==> src/rtl/esc_sequencer_if.sv <==
// Flight-control <-> ESC sequencer bundle: arm/kill/command inputs and the four
// speed outputs with their write strobe and status flags.
interface esc_sequencer_if;
  logic        arm_req;
  logic        kill;
  logic        cmd_vld;
  logic [10:0] frnt_cmd;
  logic [10:0] bck_cmd;
  logic [10:0] lft_cmd;
  logic [10:0] rght_cmd;
  logic [10:0] frnt_spd;
  logic [10:0] bck_spd;
  logic [10:0] lft_spd;
  logic [10:0] rght_spd;
  logic        wrt;
  logic        motors_off;
  logic        armed;

  modport master (
    output arm_req, kill, cmd_vld, frnt_cmd, bck_cmd, lft_cmd, rght_cmd,
    input  frnt_spd, bck_spd, lft_spd, rght_spd, wrt, motors_off, armed
  );

  modport slave (
    input  arm_req, kill, cmd_vld, frnt_cmd, bck_cmd, lft_cmd, rght_cmd,
    output frnt_spd, bck_spd, lft_spd, rght_spd, wrt, motors_off, armed
  );
endinterface

==> src/rtl/esc_sequencer.sv <==
// ESC refresh timing plus OFF/ARM/RUN/RAMP flow with kill path for four motor channels.
// Optional ESC_SLEW_LIMIT_EN: limits each channel to MAX_STEP change per refresh.
module esc_sequencer #(
  parameter int unsigned UPD_PERIOD  = 1_000_000,
  parameter int unsigned ARM_UPDATES = 50,
  parameter logic [10:0] MAX_STEP    = 11'd32
) (
  input  logic            clk,
  input  logic            rst_n,
  esc_sequencer_if.slave  esc_bus
);

  localparam int CNT_W = (UPD_PERIOD > 1) ? $clog2(UPD_PERIOD) : 1;
  localparam int ARM_W = $clog2(ARM_UPDATES + 1);

`ifdef ESC_SLEW_LIMIT_EN
  localparam logic [10:0] STEP_LIM = MAX_STEP;
`else
  // Full-scale ceiling: every update lands directly on the target.
  localparam logic [10:0] STEP_LIM = MAX_STEP | 11'h7FF;
`endif

  typedef enum logic [1:0] {S_OFF, S_ARM, S_RUN, S_RAMP} state_t;

  state_t            r_state;
  state_t            w_state_next;
  logic [CNT_W-1:0]  r_cnt;
  logic [ARM_W-1:0]  r_arm_cnt;
  logic              r_wrt;
  logic              w_tick;
  logic              w_all_zero;
  logic [10:0]       w_cmd [4];
  logic [10:0]       w_spd [4];

  function automatic logic [10:0] f_slew(input logic [10:0] cur, input logic [10:0] tgt);
    logic [10:0] diff;
    diff   = '0;
    f_slew = cur;
    if (tgt > cur) begin
      diff   = tgt - cur;
      f_slew = cur + ((diff > STEP_LIM) ? STEP_LIM : diff);
    end else if (tgt < cur) begin
      diff   = cur - tgt;
      f_slew = cur - ((diff > STEP_LIM) ? STEP_LIM : diff);
    end
  endfunction

  assign w_cmd[0] = esc_bus.frnt_cmd;
  assign w_cmd[1] = esc_bus.bck_cmd;
  assign w_cmd[2] = esc_bus.lft_cmd;
  assign w_cmd[3] = esc_bus.rght_cmd;

  assign w_tick     = (r_cnt == CNT_W'(UPD_PERIOD - 1));
  assign w_all_zero = (w_spd[0] == 11'd0) && (w_spd[1] == 11'd0) &&
                      (w_spd[2] == 11'd0) && (w_spd[3] == 11'd0);

  always_ff @(posedge clk or negedge rst_n) begin
    if (!rst_n) begin
      r_cnt <= '0;
      r_wrt <= 1'b0;
    end else begin
      r_cnt <= w_tick ? '0 : r_cnt + 1'b1;
      r_wrt <= w_tick;
    end
  end

  // Arm counter only runs in ARM; any other state leaves it cleared for the next arm phase.
  always_ff @(posedge clk or negedge rst_n) begin
    if (!rst_n) begin
      r_arm_cnt <= '0;
    end else if (r_state != S_ARM) begin
      r_arm_cnt <= '0;
    end else if (w_tick) begin
      r_arm_cnt <= r_arm_cnt + 1'b1;
    end
  end

  always_ff @(posedge clk or negedge rst_n) begin
    if (!rst_n) r_state <= S_OFF;
    else        r_state <= w_state_next;
  end

  always_comb begin
    w_state_next = r_state;
    if (esc_bus.kill) begin
      w_state_next = S_OFF;
    end else begin
      unique case (r_state)
        S_OFF:  if (esc_bus.arm_req) w_state_next = S_ARM;
        S_ARM: begin
          if (!esc_bus.arm_req)
            w_state_next = S_OFF;
          else if (w_tick && (r_arm_cnt == ARM_W'(ARM_UPDATES - 1)))
            w_state_next = S_RUN;
        end
        S_RUN:  if (!esc_bus.arm_req) w_state_next = S_RAMP;
        S_RAMP: begin
          if (esc_bus.arm_req) w_state_next = S_RUN;
          else if (w_all_zero) w_state_next = S_OFF;
        end
        default: w_state_next = S_OFF;
      endcase
    end
  end

  genvar gi;
  generate
    for (gi = 0; gi < 4; gi++) begin : g_ch
      logic [10:0] r_tgt;
      logic [10:0] r_spd;
      logic [10:0] w_run_nxt;
      logic [10:0] w_ramp_nxt;

      assign w_run_nxt  = f_slew(r_spd, r_tgt);
      assign w_ramp_nxt = f_slew(r_spd, 11'd0);

      // Speeds move only on the refresh edge, except kill which zeroes immediately.
      always_ff @(posedge clk or negedge rst_n) begin
        if (!rst_n) begin
          r_tgt <= '0;
          r_spd <= '0;
        end else begin
          if (esc_bus.cmd_vld) r_tgt <= w_cmd[gi];
          if (esc_bus.kill) begin
            r_spd <= '0;
          end else if (w_tick) begin
            unique case (r_state)
              S_RUN:   r_spd <= w_run_nxt;
              S_RAMP:  r_spd <= w_ramp_nxt;
              default: r_spd <= '0;
            endcase
          end
        end
      end

      assign w_spd[gi] = r_spd;
    end
  endgenerate

  assign esc_bus.frnt_spd   = w_spd[0];
  assign esc_bus.bck_spd    = w_spd[1];
  assign esc_bus.lft_spd    = w_spd[2];
  assign esc_bus.rght_spd   = w_spd[3];
  assign esc_bus.wrt        = r_wrt;
  assign esc_bus.motors_off = (r_state == S_OFF);
  assign esc_bus.armed      = (r_state == S_RUN);

endmodule

==> src/flat_wrapper.sv <==
// flat-port wrapper written by rule: the top's interface ports become plain ports
module esc_sequencer_flat 
#(
  parameter int unsigned UPD_PERIOD  = 1_000_000,
  parameter int unsigned ARM_UPDATES = 50,
  parameter logic [10:0] MAX_STEP    = 11'd32
)
  (clk, rst_n, esc_bus_arm_req, esc_bus_kill, esc_bus_cmd_vld, esc_bus_frnt_cmd, esc_bus_bck_cmd, esc_bus_lft_cmd, esc_bus_rght_cmd, esc_bus_frnt_spd, esc_bus_bck_spd, esc_bus_lft_spd, esc_bus_rght_spd, esc_bus_wrt, esc_bus_motors_off, esc_bus_armed);
  esc_sequencer_if esc_bus_i ();
  input  logic clk;
  input  logic rst_n;
  input wire logic [$bits(esc_bus_i.arm_req)-1:0] esc_bus_arm_req;
  input wire logic [$bits(esc_bus_i.kill)-1:0] esc_bus_kill;
  input wire logic [$bits(esc_bus_i.cmd_vld)-1:0] esc_bus_cmd_vld;
  input wire logic [$bits(esc_bus_i.frnt_cmd)-1:0] esc_bus_frnt_cmd;
  input wire logic [$bits(esc_bus_i.bck_cmd)-1:0] esc_bus_bck_cmd;
  input wire logic [$bits(esc_bus_i.lft_cmd)-1:0] esc_bus_lft_cmd;
  input wire logic [$bits(esc_bus_i.rght_cmd)-1:0] esc_bus_rght_cmd;
  output wire logic [$bits(esc_bus_i.frnt_spd)-1:0] esc_bus_frnt_spd;
  output wire logic [$bits(esc_bus_i.bck_spd)-1:0] esc_bus_bck_spd;
  output wire logic [$bits(esc_bus_i.lft_spd)-1:0] esc_bus_lft_spd;
  output wire logic [$bits(esc_bus_i.rght_spd)-1:0] esc_bus_rght_spd;
  output wire logic [$bits(esc_bus_i.wrt)-1:0] esc_bus_wrt;
  output wire logic [$bits(esc_bus_i.motors_off)-1:0] esc_bus_motors_off;
  output wire logic [$bits(esc_bus_i.armed)-1:0] esc_bus_armed;
  assign esc_bus_i.arm_req = esc_bus_arm_req;
  assign esc_bus_i.kill = esc_bus_kill;
  assign esc_bus_i.cmd_vld = esc_bus_cmd_vld;
  assign esc_bus_i.frnt_cmd = esc_bus_frnt_cmd;
  assign esc_bus_i.bck_cmd = esc_bus_bck_cmd;
  assign esc_bus_i.lft_cmd = esc_bus_lft_cmd;
  assign esc_bus_i.rght_cmd = esc_bus_rght_cmd;
  assign esc_bus_frnt_spd = esc_bus_i.frnt_spd;
  assign esc_bus_bck_spd = esc_bus_i.bck_spd;
  assign esc_bus_lft_spd = esc_bus_i.lft_spd;
  assign esc_bus_rght_spd = esc_bus_i.rght_spd;
  assign esc_bus_wrt = esc_bus_i.wrt;
  assign esc_bus_motors_off = esc_bus_i.motors_off;
  assign esc_bus_armed = esc_bus_i.armed;
  esc_sequencer #(.UPD_PERIOD(UPD_PERIOD), .ARM_UPDATES(ARM_UPDATES), .MAX_STEP(MAX_STEP)) u_core (.clk(clk), .rst_n(rst_n), .esc_bus(esc_bus_i));
endmodule
==> config.mk <==
export PLATFORM = sky130hd
export DESIGN_NAME = esc_sequencer_flat
export DESIGN_NICKNAME = d
export VERILOG_FILES = /design/src/rtl/esc_sequencer_if.sv /design/src/rtl/esc_sequencer.sv /design/src/flat_wrapper.sv
export SDC_FILE = /design/constraint.sdc
export NUM_CORES = 1
export LEC_CHECK = 0
export CAP_MARGIN = 40
export CORE_ASPECT_RATIO = 0.8
export CORE_MARGIN = 3
export CORE_UTILIZATION = 55
export DETAILED_ROUTE_END_ITERATION = 10
export PLACE_DENSITY = 0.84
export SLEW_MARGIN = 20
export SYNTH_ARGS = -nofsm -noshare
export SYNTH_HDL_FRONTEND = slang
export SYNTH_SLANG_ARGS = --single-unit
==> constraint.sdc <==
create_clock -name clk -period 5.6 [get_ports clk]
set_clock_uncertainty 0.1 [all_clocks]
set_input_delay 1.12 -clock clk [delete_from_list [all_inputs] [get_ports clk]]
set_output_delay 1.12 -clock clk [all_outputs]
set_load 0.01 [all_outputs]
==> out/metrics.cfg <==
[status]
status = finished, final reports clean

[layout]
finish.utilization = 0.662
final_area_mm2 = 0.0139
n_antenna_cell = 0
multi_input_area_mm2 = 0.00823
mostFrequentLayoutCells = nand2_1 (155), ha_1 (135), inv_1 (131), dfrtp_1 (115), o21ai_0 (105)
regArea_mm2 = 0.00293
fin_nets = 1775
syn_to_final_growth_pct = 16.5
layout-drive-gt1-share = 0.0698
layout_commonest_cell = nand2_1
nFillCells = 1725

[clock_network]
post_cts_buffers = 0
cts.htree.levels = 4
cts_tree = built
clockBufferDepth = 2
path_clk_slew_ns = 0.06
cts_sinks = 117
clkLatencyLatePin_ns = 0.43
cts_inserted_buffers = 17
cts_root_buf = clkbuf_16

[grt]
grt_usage = 0.285
grt_max_degree = 40
grt_pass1_vias = 10845
grt_pass1_wl_mm = 54.5
overflow = 0
antenna_found_initial = 0

[die]
core_area_mm2 = 0.0211
die_w_um = 171
dieArea_mm2 = 0.0236
start_util = 0.569
pin_count = 96
rows = 47
fp.dieH_um = 138

[setup_path]
cp_top_family = compound AO/OA/AOI/OAI gates
cp_slowest_stage_delay_ns = 0.53
critPathSlowestCell = a2111oi_0
critPathMostFrequentCell = a21oi_1
critPathArrivalTime_ns = 5.52
path_buf_inv = 1
critPathKind = flip-flop to flip-flop
cp-start-kind = flip-flop
rrSetupSlack_ns = 0.29
crit_path_end_kind = flip-flop
crit_path_cell_trace = inv_1 -> ha_1 -> nor2b_2 -> o2111ai_2 -> a21oi_1 -> o41ai_2 -> nor2b_1 -> mux2i_1 -> xnor2_1 -> nor2_1 -> a21oi_1 -> ha_1 -> nor2b_1 -> o21ai_0 -> nand2b_1 -> a21o_1 -> a2111oi_0 -> nor3_1 -> a31oi_2 -> nor2_1 -> mux2_1 -> a21oi_1 -> o2bb2ai_1
cp.required_ns = 5.81
crit_fanout = 6

[detailed_routing]
antenna_left = 0
dr.first_iter.drc_count = 1204
vias_per_cell = 6.16
num_vias = 11463
drc = 0
drtPass1Iterations = 6
drt-total-wl_mm = 33.5
wl_per_cell_um = 18.0

[synthesis]
yosys_warnings = 0
synth.distinct_cells = 82
synthCells = 1495
synth_edf_count = 0
async_flop_share = 1.00
ys_seq_elements = 117
synth_area_mm2 = 0.0120
synth_ff_type = dfrtp_1
syn_avg_cell_area_um2 = 8.01
yosysSeqAreaShare = 0.244
mappedNetlistNets = 1691

[place]
hpwlAfterDp_mm = 25.0
globalplace.congestion = 0.983
post_dp_cell_area_mm2 = 0.0133
numPortBuffers = 95

[sta]
min_period_over_period = 0.948
rsz0062_at_grt = no
worstMarginPinSlew_ns = 0.890
holdWs_ns = 0.371
finalSetupViolations = 0
drv_slew = 0
finalCriticalPeriod_ns = 5.31
slew_headroom = 0.400
max_freq_mhz = 188
finalSetupTns_ns = 0
final_hold_viol_count = 0

[job]
maxCapViolCount = 0

[pwr]
leakage_nw = 6.41
vdd_ir_drop_max_v = 0.000263
p_per_area_mw_per_mm2 = 449

[hold_path]
min_path_type = flip-flop to flip-flop

[report_power, final]
part | switching, mW | leakage (nW) | internal (mW)
Combinational | 2.25 | 4.57 | 1.69
Clock | 0.435 | 0.310 | 0.834
Sequential | 0.116 | 1.53 | 0.936
[cell usage after synthesis (7+ instances only)]
cell,count,area [µm²]
a211oi_1,12,90.1
a21o_1,51,383
a21oi_1,96,480
a221oi_1,7,61.3
and3_1,10,62.6
buf_2,10,50.1
clkbuf_1,52,195
dfrtp_1,117,2930
fa_1,12,240
ha_1,135,1690
inv_1,131,492
mux2i_1,15,150
nand2_1,155,582
nand2b_1,18,113
nand3_1,38,190
nand4_1,16,100
nor2_1,101,379
nor2b_1,23,144
nor3_1,28,140
nor4_1,7,43.8
o211ai_1,11,82.6
o21ai_0,109,546
o21bai_1,17,128
o22ai_1,17,106
o31ai_1,28,210
o41ai_1,14,123
or2_2,7,43.8
or3_1,12,75.1
xnor2_1,94,823
xor2_1,43,377
[layer usage]
layer / track usage / wire length, µm / vias to the layer above
met2: 0.430 / 14600 / 546
met1: 0.416 / 15200 / 5425
met5: 0 / 0 / -
met4: 0.0862 / 730 / 0
li1: - / - / 5413
met3: 0.0544 / 2960 / 79
[flip-flops by register name, indices dropped and copies added, names as in the netlist]
signal,count
u_core.esc_bus.frnt_spd,11
u_core.esc_bus.lft_spd,11
u_core.r_state,2
u_core.esc_bus.bck_spd,11
u_core.esc_bus.wrt,1
u_core.r_cnt,20
u_core.r_arm_cnt,6
u_core.g_ch.r_tgt,44
u_core.esc_bus.rght_spd,11
[cells by family (layout without fill, tap and decap cells)]
family                   Yosys count  in the layout  share of synthesized area
AND/OR/NAND/NOR                  445            445                      0.176
AO/OA/AOI/OAI                    420            420                      0.227
buffers and inverters            208            304                     0.0720
adder cells (fa/ha/maj)          147            147                      0.161
XOR/XNOR                         137            137                      0.100
flip-flops                       117            117                      0.244
multiplexers                      21             21                     0.0191
[worst register-to-register path: cells and delay by family (launching register included)]
kind | cells | cell delay (ns)
DFF | 1 | 0.38
and+or+nand+nor | 7 | 0.94
adders and majority gates | 2 | 0.61
muxes | 2 | 0.49
AOI/OAI and AO/OA | 10 | 2.29
xor gates and xnor gates | 1 | 0.16
buffers and inverters | 1 | 0.23
[layout make-up]
cell class,instances,share of cell area
tap,269,0.0241
sequential,117,0.210
timing repair buffer,141,0.0933
multi-input combinational,1170,0.590
inverter,132,0.0355
clock buffer,19,0.0310
clock inverter,12,0.0161
[timing repair]
item,in CTS,in global routing
hold buffers,0,0
setup endpoints to repair,0,7
resized for setup,0,10
[per-stage QoR]
stage,setup WS (ns),cells,total power [mW]
5_1_grt,0.0210,1860,6.70
2_1_floorplan,0.482,1495,3.89
3_3_place_gp,0.550,1828,4.72
4_1_cts,0.259,1860,6.17
3_5_place_dp,0.301,1829,4.85
6_report,0.290,1860,6.26
[final timing paths]
path,from,depth (start not counted),to
max reg2reg,u_core.esc_bus.rght_spd[1],23,u_core.esc_bus.rght_spd[10]
min in group asynchronous,rst_n,1,u_core.esc_bus.rght_spd[5]
max,u_core.esc_bus.rght_spd[1],23,u_core.esc_bus.rght_spd[10]
min,u_core.r_cnt[4],1,u_core.r_cnt[4]
max in group asynchronous,rst_n,3,u_core.g_ch[1].r_tgt[5]
min reg2reg,u_core.r_cnt[4],1,u_core.r_cnt[4]
Note: power is estimated with default switching activity, not from simulation.
